--- config.mk ---
export PLATFORM = sky130hd
export DESIGN_NAME = seg_scan_ctrl
export DESIGN_NICKNAME = d
export VERILOG_FILES = /design/src/rtl/seg_defs.sv /design/src/rtl/seg7_decode.sv /design/src/rtl/seg_scan_ctrl.sv
export SDC_FILE = /design/constraint.sdc
export NUM_CORES = 1
export LEC_CHECK = 0
export BUFFER_PORTS_ARGS = -buffer_cell sky130_fd_sc_hd__buf_2
export CAP_MARGIN = 25
export CORE_AREA = 3 3 82 103
export CTS_BUF_LIST = sky130_fd_sc_hd__clkbuf_2
export DETAILED_ROUTE_END_ITERATION = 7
export DIE_AREA = 0 0 85 106
export PLACE_DENSITY_LB_ADDON = 0.2
export SYNTH_ARGS = -nofsm -noshare
export SYNTH_HDL_FRONTEND = slang
export SYNTH_SLANG_ARGS = --single-unit
--- constraint.sdc ---
create_clock -name clk -period 1.75 [get_ports clk]
set_input_delay 0.0875 -clock clk [delete_from_list [all_inputs] [get_ports clk]]
set_output_delay 0.0875 -clock clk [all_outputs]
set_load 0.02 [all_outputs]
--- src/rtl/seg_defs.sv ---
// ============================================================================
// seg_defs : shared segment constants and FSM state encoding for seg_scan_ctrl
// Revision : 1.0
// ============================================================================
`default_nettype none

package seg_defs;

  // Active-low, bit order g..a
  localparam logic [6:0] SEG_BLANK = 7'h7F;
  localparam logic [6:0] SEG_0     = 7'h40;
  localparam logic [6:0] SEG_1     = 7'h79;
  localparam logic [6:0] SEG_2     = 7'h24;
  localparam logic [6:0] SEG_3     = 7'h30;
  localparam logic [6:0] SEG_4     = 7'h19;
  localparam logic [6:0] SEG_5     = 7'h12;
  localparam logic [6:0] SEG_6     = 7'h02;
  localparam logic [6:0] SEG_7     = 7'h78;
  localparam logic [6:0] SEG_8     = 7'h00;
  localparam logic [6:0] SEG_9     = 7'h18;

  typedef enum logic [0:0] {
    ST_DISP = 1'b0,
    ST_GAP  = 1'b1
  } scan_state_t;

  function automatic logic [3:0] dig_sel_n(input logic [1:0] idx);
    return ~(4'b0001 << idx);
  endfunction

endpackage

`default_nettype wire

--- src/rtl/seg7_decode.sv ---
// ============================================================================
// seg7_decode : BCD nibble to active-low 7-segment pattern, blank above 9
// Revision    : 1.0
// ============================================================================
`default_nettype none

module seg7_decode
  import seg_defs::*;
(
  input  logic [3:0] nibble,
  output logic [6:0] seg
);

  always_comb begin
    seg = SEG_BLANK;
    case (nibble)
      4'd0:    seg = SEG_0;
      4'd1:    seg = SEG_1;
      4'd2:    seg = SEG_2;
      4'd3:    seg = SEG_3;
      4'd4:    seg = SEG_4;
      4'd5:    seg = SEG_5;
      4'd6:    seg = SEG_6;
      4'd7:    seg = SEG_7;
      4'd8:    seg = SEG_8;
      4'd9:    seg = SEG_9;
      default: seg = SEG_BLANK;
    endcase
  end

endmodule

`default_nettype wire

--- src/rtl/seg_scan_ctrl.sv ---
// ============================================================================
// seg_scan_ctrl : 4-digit multiplexed 7-segment scanner with frame-atomic
//                 display updates. Optional leading-zero blanking is enabled
//                 by defining SEG_LZ_BLANK_EN.
// Revision      : 1.0
// ============================================================================
`default_nettype none

module seg_scan_ctrl
  import seg_defs::*;
#(
  parameter int unsigned PRESCALE = 50000,
  parameter int unsigned GAP      = 500
) (
  input  logic        clk,
  input  logic        rst_n,
  input  logic        upd_req,
  input  logic [15:0] digits_in,
  output logic [6:0]  seg,
  output logic [3:0]  dig_en_n,
  output logic        upd_ack,
  output logic        frame_done
);

  localparam int unsigned          CNT_W    = $clog2((PRESCALE > GAP) ? PRESCALE : GAP);
  localparam logic [CNT_W-1:0]     PRE_LAST = CNT_W'(PRESCALE - 1);
  localparam logic [CNT_W-1:0]     GAP_LAST = CNT_W'(GAP - 1);

  scan_state_t       state;
  logic [1:0]        idx;
  logic [CNT_W-1:0]  cnt;
  logic [15:0]       disp;
  logic [15:0]       pend;
  logic              pend_v;

  logic              disp_end;
  logic              gap_end;
  logic              wrap;
  logic [3:0]        lz_mask;
  logic [3:0]        cur_nib;
  logic [3:0]        dec_in;
  logic [6:0]        dec_seg;

  assign disp_end = (state == ST_DISP) && (cnt == PRE_LAST);
  assign gap_end  = (state == ST_GAP)  && (cnt == GAP_LAST);
  assign wrap     = gap_end && (idx == 2'd3);

`ifdef SEG_LZ_BLANK_EN
  // A digit is a leading zero only if every digit above it is one too
  assign lz_mask[3] = (disp[15:12] == 4'd0);
  assign lz_mask[2] = lz_mask[3] && (disp[11:8] == 4'd0);
  assign lz_mask[1] = lz_mask[2] && (disp[7:4]  == 4'd0);
  assign lz_mask[0] = 1'b0;
`else
  assign lz_mask = 4'b0000;
`endif

  assign cur_nib = disp[{idx, 2'b00} +: 4];
  assign dec_in  = lz_mask[idx] ? 4'hF : cur_nib;

  seg7_decode u_dec (
    .nibble (dec_in),
    .seg    (dec_seg)
  );

  always_ff @(posedge clk or negedge rst_n) begin
    if (!rst_n) begin
      state      <= ST_DISP;
      idx        <= 2'd0;
      cnt        <= '0;
      disp       <= 16'hFFFF;
      pend       <= 16'h0000;
      pend_v     <= 1'b0;
      seg        <= SEG_BLANK;
      dig_en_n   <= 4'hF;
      upd_ack    <= 1'b0;
      frame_done <= 1'b0;
    end else begin
      upd_ack    <= 1'b0;
      frame_done <= 1'b0;

      case (state)
        ST_DISP: begin
          if (disp_end) begin
            state <= ST_GAP;
            cnt   <= '0;
          end else begin
            cnt <= cnt + 1'b1;
          end
        end
        ST_GAP: begin
          if (gap_end) begin
            state <= ST_DISP;
            cnt   <= '0;
            idx   <= idx + 2'd1;
          end else begin
            cnt <= cnt + 1'b1;
          end
        end
        default: state <= ST_DISP;
      endcase

      // The old pending value is consumed at the wrap; a request on the same
      // edge becomes the next pending value and waits for the following wrap.
      if (wrap) begin
        frame_done <= 1'b1;
        if (pend_v) begin
          disp    <= pend;
          upd_ack <= 1'b1;
        end
      end

      if (upd_req) begin
        pend   <= digits_in;
        pend_v <= 1'b1;
      end else if (wrap) begin
        pend_v <= 1'b0;
      end

      if (state == ST_DISP) begin
        dig_en_n <= dig_sel_n(idx);
        seg      <= dec_seg;
      end else begin
        dig_en_n <= 4'hF;
        seg      <= SEG_BLANK;
      end
    end
  end

endmodule

`default_nettype wire

# Word-level counts from Yosys, hierarchy flattened
# Memory sizes are Yosys's and may differ from the RTL's.
# Cells that the tools add are included.
# classes
add_sub_neg	2
order_cmp	1
n_eq_ne	3
shifts	2
muxes	16
bitwise_logic	2
reduce_logical	6
# op_table
cell	n
$mux W16	2
$pmux W16 S2	1
$add A16 B1 Y16 const B	1
$eq A16 B16 Y1 const B	1
$eq A16 B9 Y1 const B	1
$shiftx A16 B5 Y4	1
$mux W1	8
$mux W4	2
$mux W7	1
$not A4 Y4	1
$reduce_and A2 Y1	2
$shl A1 B2 Y4 const A	1
$logic_and A1 B1 Y1	3
$lt A2 B3 Y1 const B	1
$add A2 B1 Y2 const B	1
$bmux W1 S2	1
$eq A2 B2 Y1 const B	1
$pmux W1 S2	1
$reduce_bool A2 Y1	1
$not A1 Y1	1
# totals
reg_bits	65
romBits	112
input_bits	19
out_inout_bits	13
elab_cells	43
n_memories	1
# mem_list
name	words	width	read_ports	rd_ports_with_merged_regs	write_ports	line	text
(name not given)	16	7	1	0	0	seg7_decode.sv:16	case (nibble)

# Depth between registers and ports, before layout
# logic_depth
ltp_word	5
depth_mapped	7
depth_no_buf	6

# By module
# Synthesis repeated with hierarchy kept, for this count alone.
# hier_totals
cells_unflattened	235
area_unflattened_um2	3083.0
# by_module_without_submodules
mod	n_inst	cells_each	area_per_inst_um2	seq_area_each_um2
seg_scan_ctrl	1	201	2841.5	1660.3
seg7_decode	1	34	241.5	0.0

# Worst setup path after synthesis
# OpenSTA, ideal clock, no wires.
# synth_path
path_kind	reg2reg
from	register idx[0]
to	register seg[3]
setup_ps	72
arrival_time_ps	1659
t_required_ps	1678
setup_slack_ps	19
path_stages_with_launch	8
path_buffers	1
synth_period_minus_slack_ps	1731
cell_sequence	dfrtp_1 -> buf_2 -> mux4_2 -> inv_1 -> ha_1 -> nand2b_1 -> a21oi_1 -> o21ai_1
# synth_via
elab_chain_len	5
word_cells_on_any_way	6
classes_between	shift: 1; mux: 4; memory: 1
# synth_lines
element	line	text
start: declaration	seg_scan_ctrl.sv:30	logic [1:0] idx;
start signal: assignment	seg_scan_ctrl.sv:95	idx <= idx + 2'd1;
parallel branches: the longest is 2 deep, another holds $shiftx A16 B5 Y4	-	
$mux W4 *	seg_scan_ctrl.sv:59	assign dec_in = lz_mask[idx] ? 4'hF : cur_nib;
$mem_v2 Z16 W7 *	-	
$mux W7 *	seg_scan_ctrl.sv:120	if (state == ST_DISP) begin
end signal: assignment	seg_scan_ctrl.sv:122	seg <= dec_seg;
end: declaration	seg_scan_ctrl.sv:19	output logic [6:0] seg,
# Mark *: on every way between the ends. The select of a mux whose other input is x is not followed.
# A chain may end at the register's enable or synchronous reset.

# Worst setup path in the final report
# layout_path
from	register cnt[1]
to	register disp[13]
# layout_via
elab_chain_len	4
# layout_lines
element	line	text
start: declaration	seg_scan_ctrl.sv:31	logic [CNT_W-1:0] cnt;
start signal: assignment	seg_scan_ctrl.sv:88	cnt <= cnt + 1'b1;
start signal: assignment	seg_scan_ctrl.sv:97	cnt <= cnt + 1'b1;
$eq A16 B9 Y1	seg_scan_ctrl.sv:45	assign gap_end = (state == ST_GAP) && (cnt == GAP_LAST);
$logic_and A1 B1 Y1	seg_scan_ctrl.sv:45	
$logic_and A1 B1 Y1	seg_scan_ctrl.sv:46	assign wrap = gap_end && (idx == 2'd3);
$reduce_and A2 Y1 (no line)	-	
end signal: assignment	seg_scan_ctrl.sv:108	disp <= pend;
end: declaration	seg_scan_ctrl.sv:32	logic [15:0] disp;
# No other way between the ends.

==> reports/qor.yml <==
outcome:
  status: "complete, no violations"
synth:
  synth_area_per_cell_um2: 13.3
  synth_xor_area_frac: 0.0438
  synth_adder_area_share: 0.0418
  synthDominantCellAreaShare: 0.317
  synth_compound_area_frac: 0.0347
  syn_nets: 255
  yosysSeqAreaShare: 0.554
  synthCells: 226
  synth_top_family_by_area: "multiplexers"
  yosysTopAreaCell: "dfrtp_1"
  yosys-mux-area-fraction: 0.170
  synth-seq-cells: 65
  syn_area_um2: 3000
  synthSimpleGateAreaFrac: 0.130
  ys_warn_count: 0
  ys_types: 38
  synth_top_cells_by_area: "dfrtp_1, dfstp_2, mux2_2"
worst_setup_path:
  cp_data_required_time_ps: 2180
  max_stage_delay_ps: 420
  cp-start-kind: "flop"
  cp_cell_sequence: "ha_2 > and4bb_2 > nand4_4 > nor2_8 > clkbuf_16 > mux2_4"
  crit_slowest_cell: "dfrtp_1"
  end_kind: "flop"
  worstPathArrival_ps: 2170
  path_class: "reg2reg"
  path_max_fanout: 8
layout:
  final_layout_size_suffix_gt1_frac: 0.506
  antennaDiodeCount: 0
  syn_to_final_growth_pct: 27.5
  layout.nets: 336
  finalNonFillerCells: 404
sta:
  min_period_ps: 1740
  clock.fmax_mhz: 574
  clock_skew_ps: 19.6
  finalHoldViolCount: 0
  slew_headroom: 0.762
  setup_viol: 0
  rsz0062_at_grt: "yes"
  drv_slew: 0
  period_share: 0.995
  worst_slew_pin_slew_ps: 357
grt:
  use_met2: 0.223
  grt_usage: 0.139
  grt_max_degree: 66
  grt_pass1_vias: 2048
  top_usage_layer: "met2"
  grt_overflow: 0
  met3_usage: 0.0419
  use_met1: 0.177
  grt_pass1_wl_um: 9930
  antenna_found_initial: 0
power_and_ir_drop:
  peakVddDrop_v: 0.000381
  p_leak_nw: 1.70
  fin_total_pwr_w: 0.00260
  powerDensity_nw_per_um2: 680
route:
  drt_iter0_markers: 83
  wl_per_cell_um: 14.3
  wl_um: 5790
  via_per_inst: 4.84
  drtAntennaViolNets: 0
  drc_errors: 0
  vias: 1957
  first_pass_iters: 3
clocking:
  cts-root-buf: "clkbuf_2"
  clk_latency_ps: 500
  numClockSinks: 65
  clk_pin_slew_worst_paths_ps: 200
  htreeDepth: 3
  clockBufferDepth: 2
  cts_tree: "built"
  cts_inserted_buffers: 9
die:
  die_height_um: 106
  die_area_um2: 9010
  die_w_um: 85
  io_pins: 32
  initial_core_util: 0.400
  fp-row-count: 35
  core_um2: 7490
placement:
  place.detailed.hpwl_um: 3970
  dp.cells: 365
  io_buffers: 31
  place_congestion: 0.861
min_path:
  worstHoldPathType: "in2async"
flow_run:
  cap_viol_max_count: 0
[worst paths after layout]
path	startpoint	endpoint	slack, ps	cells after the start
setup / recovery	cnt[1]$_DFF_PN0_	disp[13]$_DFFE_PN1P_	8	6
setup reg to reg	cnt[1]$_DFF_PN0_	disp[13]$_DFFE_PN1P_	8	6
max in group asynchronous	rst_n	disp[3]$_DFFE_PN1P_	1320	3
min in group clk	digits_in[14]	pend[14]$_DFFE_PN0P_	320	3
hold / removal	rst_n	cnt[15]$_DFF_PN0_	90	3
hold reg to reg	pend[11]$_DFFE_PN0P_	disp[11]$_DFFE_PN1P_	530	1
[routing by layer]
layer / wire length, µm / part of all wire
met1: 2590 / 0.45
met3: 198 / 0.034
met4: 57 / 0.0098
met5: 0 / 0
met2: 2940 / 0.51
[Yosys cell counts (all sizes together)]
master / instances
a21oi: 4
a31o: 1
and2: 1
and3: 3
and4: 2
and4bb: 1
buf: 5
clkbuf: 2
dfrtp: 38
dfstp: 27
ha: 10
inv: 8
mux2: 33
mux2i: 1
mux4: 4
nand2: 13
nand2b: 3
nand3: 7
nand4: 8
nor2: 17
nor3: 5
nor4: 2
nor4b: 1
o211ai: 1
o21a: 1
o21ai: 9
o31ai: 2
or3: 1
or4: 1
xnor2: 5
xor2: 10
[what timing repair did]
item	in CTS	in global routing
pin swaps	3	3
buffers inserted	0	4
gates resized for setup	4	15
endpoints found under the setup margin	10	33
gates cloned	0	1
endpoints found under the hold margin	82	0
hold buffers	18	0
[sequential cells by signal, indices dropped and copies added, names as in the netlist]
| signal | cells |
|---|---|
| pend | 16 |
| state | 1 |
| cnt | 16 |
| upd_ack | 1 |
| frame_done | 1 |
| disp | 16 |
| idx | 2 |
| dig_en_n | 4 |
| seg | 7 |
| pend_v | 1 |
[power breakdown]
group / leakage (nW) / switching [W] / total (W) / internal (W)
combinational: 0.880 / 0.0000512 / 0.000130 / 0.0000787
clock: 0.0720 / 0.000572 / 0.000902 / 0.000330
sequential: 0.752 / 0.0000206 / 0.00156 / 0.00154
total: 1.70 / 0.000644 / 0.00260 / 0.00195
[per-stage QoR]
step / hold slack, ps / setup slack [ps] / instance area (µm²) / utilization / setup TNS [ps]
2_1_floorplan: -208 / 19.2 / 3000 / - / 0
3_3_place_gp: 124 / 13.8 / 3420 / 0.456 / 0
3_5_place_dp: 127 / -27.3 / 3420 / 0.456 / -27.3
4_1_cts: 62.5 / 3.95 / 3720 / 0.497 / 0
5_1_grt: 75.5 / -64.2 / 3820 / 0.510 / -644
6_report: 93.8 / 8.40 / 3820 / 0.510 / 0
[cell type report]
cell class / count / area, µm²
Fill cell: 651 / 3670
Tap cell: 92 / 115
Clock inverter: 7 / 70.1
Timing Repair Buffer: 77 / 588
Inverter: 8 / 30.0
Sequential cell: 65 / 1660
Multi-Input combinational cell: 146 / 1310
Clock buffer: 9 / 45.0
[cells by family (layout without fill, tap and decap cells)]
logic type               Yosys count  after routing
XOR/XNOR                          15             15
adder cells (fa/ha/maj)           10             10
AO/OA/AOI/OAI                     18             18
flip-flops                        65             65
multiplexers                      38             38
buffers and inverters             15            101
AND/OR/NAND/NOR                   65             65
[worst max-delay path, delay by kind of cell, from the launching register on]
family,cells,cell delay [ps]
adder cells (fa/ha/maj),1,200
buffers and inverters,1,180
flip-flops,1,420
multiplexers,1,300
AND/OR/NAND/NOR,3,580
[cells in the final DEF, fill, tap and decap left out, types with 6 or more instances in the layout]
master	netlist	final
buf_2	4	31
buf_4	0	25
clkbuf_2	0	9
dfrtp_1	38	37
dfstp_2	27	27
dlygate4sd3_1	0	18
ha_1	10	9
inv_1	8	6
mux2_2	23	17
mux2_4	10	16
nand2_1	13	13
nand3_1	6	6
nand4_1	7	7
nor2_1	16	15
xor2_1	10	10
Note: power is estimated with default switching activity, not from simulation.
